<file path="config.mk">
export PLATFORM = sky130hd
export DESIGN_NAME = lab7_2_timer_ctrl
export DESIGN_NICKNAME = d
export VERILOG_FILES = /design/src/rtl/lab7_2_timer_ctrl.sv
export SDC_FILE = /design/constraint.sdc
export NUM_CORES = 1
export LEC_CHECK = 0
export BUFFER_PORTS_ARGS = -buffer_cell sky130_fd_sc_hd__buf_2
export CORE_AREA = 2 2 66 80
export DETAILED_ROUTE_END_ITERATION = 7
export DIE_AREA = 0 0 68 82
export PLACE_DENSITY = 0.75
export SKIP_LAST_GASP = 1
export SLEW_MARGIN = 5
export SYNTH_ARGS = -nofsm -noshare
export SYNTH_HDL_FRONTEND = slang
export SYNTH_SLANG_ARGS = --single-unit
</file>
<file path="constraint.sdc">
create_clock -name clk -period 3.3 [get_ports clk]
set_input_delay 0.165 -clock clk [delete_from_list [all_inputs] [get_ports clk]]
set_output_delay 0.165 -clock clk [all_outputs]
set_load 0.03 [all_outputs]
</file>
<file path="src/rtl/lab7_2_timer_ctrl.sv">
// Sequencing controller for the lab7_2 countdown timer: preset editing, counter
// load/decrement commands, display source select and end-of-count LED flash.
//
// state  | meaning
// IDLE   | waiting; SSD shows preset, start_stop begins a countdown if preset is nonzero
// SET    | preset edit mode while set is held
// RUN    | counting down; first cycle issues load
// PAUSE  | count frozen, waiting for resume or stop
// DONE   | count reached zero; endled flashes for DONE_TICKS ticks
module lab7_2_timer_ctrl #(
  parameter int DONE_TICKS = 10,
  parameter int HOUR_MAX   = 23,
  parameter int MIN_MAX    = 59
) (
  input  logic        clk,
  input  logic        rst_n,
  input  logic        tick,
  input  logic        set,
  input  logic        inc_hour,
  input  logic        inc_min,
  input  logic        start_stop,
  input  logic        pause_resume,
  input  logic        cnt_zero,
  output logic        load,
  output logic        dec,
  output logic [3:0]  p_h1,
  output logic [3:0]  p_h0,
  output logic [3:0]  p_m1,
  output logic [3:0]  p_m0,
  output logic        disp_sel,
  output logic [2:0]  state,
  output logic [14:0] endled
);

  typedef enum logic [2:0] {
    S_IDLE  = 3'd0,
    S_SET   = 3'd1,
    S_RUN   = 3'd2,
    S_PAUSE = 3'd3,
    S_DONE  = 3'd4
  } state_t;

  localparam int FW = (DONE_TICKS > 1) ? $clog2(DONE_TICKS) : 1;

  state_t        state_q, state_nxt;
  logic          first_q;
  logic [7:0]    hour_q, min_q;
  logic [14:0]   endled_q;
  logic [FW-1:0] flash_q;
  logic          flash_last;
  logic          preset_nz;

  // BCD +1 with units carry and wrap back to 00 after max
  function automatic logic [7:0] bcd_inc(input logic [7:0] v, input int max);
    if ((int'(v[7:4]) * 10 + int'(v[3:0])) >= max) return 8'h00;
    else if (v[3:0] == 4'd9) return {v[7:4] + 4'd1, 4'd0};
    else return {v[7:4], v[3:0] + 4'd1};
  endfunction

  assign preset_nz  = (hour_q != 8'h00) || (min_q != 8'h00);
  assign flash_last = (flash_q == FW'(DONE_TICKS - 1));

  always_comb begin
    state_nxt = state_q;
    dec       = 1'b0;
    disp_sel  = 1'b1;
    case (state_q)
      S_IDLE: begin
        if (set) state_nxt = S_SET;
        else if (start_stop && preset_nz) state_nxt = S_RUN;
      end
      S_SET: begin
        if (!set) state_nxt = S_IDLE;
      end
      S_RUN: begin
        disp_sel = 1'b0;
        // cnt_zero is stale during the load cycle, so it is only honoured afterwards
        if (!first_q && cnt_zero) state_nxt = S_DONE;
        else if (start_stop) state_nxt = S_IDLE;
        else if (pause_resume) state_nxt = S_PAUSE;
        else dec = tick & ~cnt_zero & ~first_q;
      end
      S_PAUSE: begin
        disp_sel = 1'b0;
        if (start_stop) state_nxt = S_IDLE;
        else if (pause_resume) state_nxt = S_RUN;
      end
      S_DONE: begin
        disp_sel = 1'b0;
        if (start_stop || (tick && flash_last)) state_nxt = S_IDLE;
      end
      default: state_nxt = S_IDLE;
    endcase
  end

  always_ff @(posedge clk or negedge rst_n) begin
    if (!rst_n) begin
      state_q <= S_IDLE;
      first_q <= 1'b0;
    end else begin
      state_q <= state_nxt;
      first_q <= (state_q == S_IDLE) && (state_nxt == S_RUN);
    end
  end

  always_ff @(posedge clk or negedge rst_n) begin
    if (!rst_n) begin
      hour_q <= 8'h00;
      min_q  <= 8'h00;
    end else if (state_q == S_SET) begin
      if (inc_hour) hour_q <= bcd_inc(hour_q, HOUR_MAX);
      if (inc_min)  min_q  <= bcd_inc(min_q, MIN_MAX);
    end
  end

  always_ff @(posedge clk or negedge rst_n) begin
    if (!rst_n) begin
      endled_q <= 15'h0000;
      flash_q  <= '0;
    end else if (state_q != S_DONE && state_nxt == S_DONE) begin
      endled_q <= 15'h7FFF;
      flash_q  <= '0;
    end else if (state_q == S_DONE && state_nxt == S_DONE) begin
      if (tick) begin
        endled_q <= ~endled_q;
        flash_q  <= flash_q + FW'(1);
      end
    end else begin
      endled_q <= 15'h0000;
      flash_q  <= '0;
    end
  end

  assign load   = (state_q == S_RUN) && first_q;
  assign state  = state_q;
  assign endled = endled_q;
  assign p_h1   = hour_q[7:4];
  assign p_h0   = hour_q[3:0];
  assign p_m1   = min_q[7:4];
  assign p_m0   = min_q[3:0];

endmodule
</file>
==> flow_summary_export.csv <==
group,metric,value,unit
run_status,status,"complete, but fails checks",
run_status,violations,"hold timing",
timing,min_period,2.97,ns
flow_run,drv_cap,0,
worst_setup_path,worst-path-stages,10,
clocking,cts_tree,"yes",
global_route,grt_overflow_total,0,
logic_synthesis,synthMuxAreaShare,1.61,%
route,wl_per_cell,14.4,µm
clocking,ctsHoldBuffers,0,
logic_synthesis,yosys.cell_types.count,48,
die,die_w,68,µm
clocking,post_cts_buffers,0,
worst_setup_path,slowest_stage,"fa_1",
worst_hold_path,hold_class,"primary input to async pin",
placement,gp_congestion,0.833,
clocking,clockBufferDepth,2,
worst_setup_path,crit_family,"adder cells",
placement,preCtsSetupSlack,0.327,ns
clocking,numCtsBuffers,5,
global_route,grt_max_degree,40,
logic_synthesis,yosysTopAreaCellShare,38.0,%
timing,hold_ws,-0.0249,ns
timing,hold_violations,31,
logic_synthesis,syn_avg_cell_area,9.63,µm²
logic_synthesis,synth_ff_type,"dfrtp_1",
worst_setup_path,r2r_slack,0.33,ns
timing,fin_skew,0.00851,ns
clocking,cts-root-buf,"clkbuf_8",
clocking,h-tree-depth,2,
logic_synthesis,ys.warnings.count,0,
logic_synthesis,yosysTopAreaCell,"dfrtp_1",
logic_synthesis,ys_top_cells_by_area,"dfrtp_1 (38%), ha_1 (13%), xnor2_1 (5.5%)",
logic_synthesis,yosys.area_share.simple,16.7,%
placement,dp_cells,367,
timing,finalSetupTns,0,ns
route,firstDrtPassIters,4,
timing,rsz0062_at_grt,"false",
logic_synthesis,syn_inst,267,
logic_synthesis,ys_seq_elements,39,
timing,relSlewSlack,41.9,%
clocking,cts_resized,0,
worst_setup_path,cp_slowest_stage_delay,0.52,ns
power,power.density,832,nW/µm²
worst_setup_path,path_buf_inv,1,
route,met3_length,207,µm
die,core-area,4830,µm²
die,ios,46,
route,top_layer_used,"met4",
route,via_per_inst,5.61,
layout,fin_cells,375,
logic_synthesis,synth_top_family_by_area,"simple AND/OR/NAND/NOR gates",
worst_setup_path,regToRegStartpoint,"min_q[5]",
route,route.met2.wl,2590,µm
placement,dp_hpwl,3960,µm
logic_synthesis,async_flop_share,100,%
global_route,grt_use_total,20.6,%
clocking,cts.clk_slew.worst_paths,0.09,ns
route,initialDrtViolationCount,89,
worst_setup_path,reg2reg_to,"min_q[3]",
logic_synthesis,syn_area,2570,µm²
global_route,grt_antenna_before_repair,0,
power,leakagePower,1.48,nW
timing,worst_slack,0.331,ns
layout,syn_to_final_growth,14.8,%
die,die_h,82,µm
worst_setup_path,setup.worst_path.end,"min_q[3]",
worst_setup_path,critical_path_required,3.54,ns
route,vias,2105,
worst_setup_path,endpoint_kind,"flop",
route,drc,0,
clocking,cts_sinks,39,
layout,antennaDiodeCount,0,
worst_setup_path,critPathLaunchType,"flop",
route,wl_met1,2500,µm
route,routed_wl,5390,µm
layout,drive_gt1_share,20.0,%
logic_synthesis,mappedNetlistNets,306,
route,antenna_left,0,
worst_setup_path,r2r_cells,10,
die,rows,28,
die,start_util,53.2,%
timing,slew_viol_final,0,
timing,min_period_over_period,90.0,%
worst_setup_path,cp_common_cell,"ha_1",
worst_setup_path,path_class,"flop to flop",
timing,tightest_slew,0.871,ns
worst_setup_path,critPathMaxFanout,7,
worst_setup_path,worstPathCellList,"ha_1 -> ha_1 -> inv_1 -> fa_1 -> and3b_1 -> a2111oi_2 -> nor4_2 -> nor4_4 -> a21boi_0 -> a21o_1",
timing,fmax,0.337,GHz
layout,nNetsFinal,353,
global_route,grt_pass1_wl,8910,µm
global_route,first_global_vias,2006,
worst_setup_path,arrival,3.21,ns
logic_synthesis,yosysSeqAreaShare,38.0,%
logic_synthesis,synthAdderAreaFrac,15.8,%
clocking,clock_latency,0.30,ns
placement,io_buffers,45,
logic_synthesis,synth-xor-area-share,6.48,%
logic_synthesis,synth_edf_count,0,
logic_synthesis,synth-compound-area-share,16.6,%
worst_setup_path,setup.worst_path.start,"min_q[5]",
die,die-area,5580,µm²
power,finalPower,2.45,mW
timing,setup_viol,0,
power,max-vdd-ir-drop,0.000537,V
[cells in the mapped netlist (3+ instances only)]
cell type  count
nand2_1       17
nand4_1        5
ha_1          26
dfrtp_1       39
inv_1         28
nor3_1         3
xor2_1         3
nor3b_1        3
nor2_1        17
nand3b_1       3
clkbuf_1       4
a21oi_1       27
a21o_1         7
nand3_1       10
mux2i_1        3
o22ai_1        6
xnor2_1       16
fa_1           4
o21ai_0        6
[sequential cells by signal, indices dropped and copies added, names as in the netlist]
| name | cells |
|---|---|
| hour_q | 8 |
| state | 3 |
| min_q | 8 |
| flash_q | 4 |
| endled | 15 |
| first_q | 1 |
[power by group]
part	internal (mW)	switching [mW]	total, mW
combinational	0.493	0.856	1.35
sequential	0.584	0.185	0.769
clock	0.151	0.185	0.337
[stage by stage]
step	area, µm²	hold slack [ns]	utilization [%]
2_1_floorplan	2570	-0.131	-
3_3_place_gp	2860	0.332	59.1
3_5_place_dp	2860	0.337	59.1
4_1_cts	2950	0.0168	61.0
5_1_grt	2950	0.0393	61.0
6_report	2950	-0.0249	61.0
[layout make-up]
cell class                      count  area, µm²
Clock buffer                        5       68.8
Timing Repair Buffer               46        233
Clock inverter                      3       25.0
Fill cell                         435       1890
Multi-Input combinational cell    194       1470
Inverter                           28        105
Sequential cell                    39        976
Tap cell                           60       75.1
[placed cells by master, fill, tap and decap left out, types with 2 or more instances in the layout]
master	count
nor3_2	2
ha_1	26
nor3b_1	3
and4_1	2
nand2b_1	2
and3_1	2
nand3_1	10
a41oi_1	2
nand4_1	5
nor2_1	17
fa_1	4
nand2_1	17
clkbuf_8	5
clkinv_4	2
nor3_1	3
a22o_1	2
xor2_1	3
inv_1	28
a21o_1	7
mux2i_1	3
nand3b_1	3
o22ai_1	6
or3_1	2
buf_2	45
o21ai_1	2
dfrtp_1	39
a31oi_1	2
o21ai_0	6
o21a_1	2
a21oi_1	27
xnor2_1	16
[how the worst min path moves through the flow]
stage                from         to  slack (ns)  depth (start not counted)
floorplan           rst_n  endled[0]       -0.13                          0
global placement    rst_n  endled[4]        0.33                          1
detailed placement  rst_n  endled[4]        0.34                          1
CTS                 rst_n  endled[4]        0.02                          1
global route        rst_n  endled[5]        0.04                          1
finish              rst_n  endled[5]       -0.02                          1
[worst reg2reg max path, stage by stage (launching register included)]
cell	delay, ns
dfrtp_1	0.48
ha_1	0.32
ha_1	0.16
inv_1	0.06
fa_1	0.52
and3b_1	0.20
a2111oi_2	0.39
nor4_2	0.14
nor4_4	0.33
a21boi_0	0.23
a21o_1	0.10
[cell families (layout without fill, tap and decap cells)]
group / after synthesis / count (layout)
AND/OR/NAND/NOR: 76 / 76
AO/OA/AOI/OAI: 65 / 65
flip-flops: 39 / 39
buffers and inverters: 34 / 82
adder cells (fa/ha/maj): 30 / 30
XOR/XNOR: 19 / 19
multiplexers: 4 / 4
[layer usage]
layer  track usage, %  vias up
met5                0        -
met4             7.60        0
met3             4.11        9
met2             32.4       43
met1             28.0     1013
li1                 -     1040
Note: power is estimated with default switching activity, not from simulation.
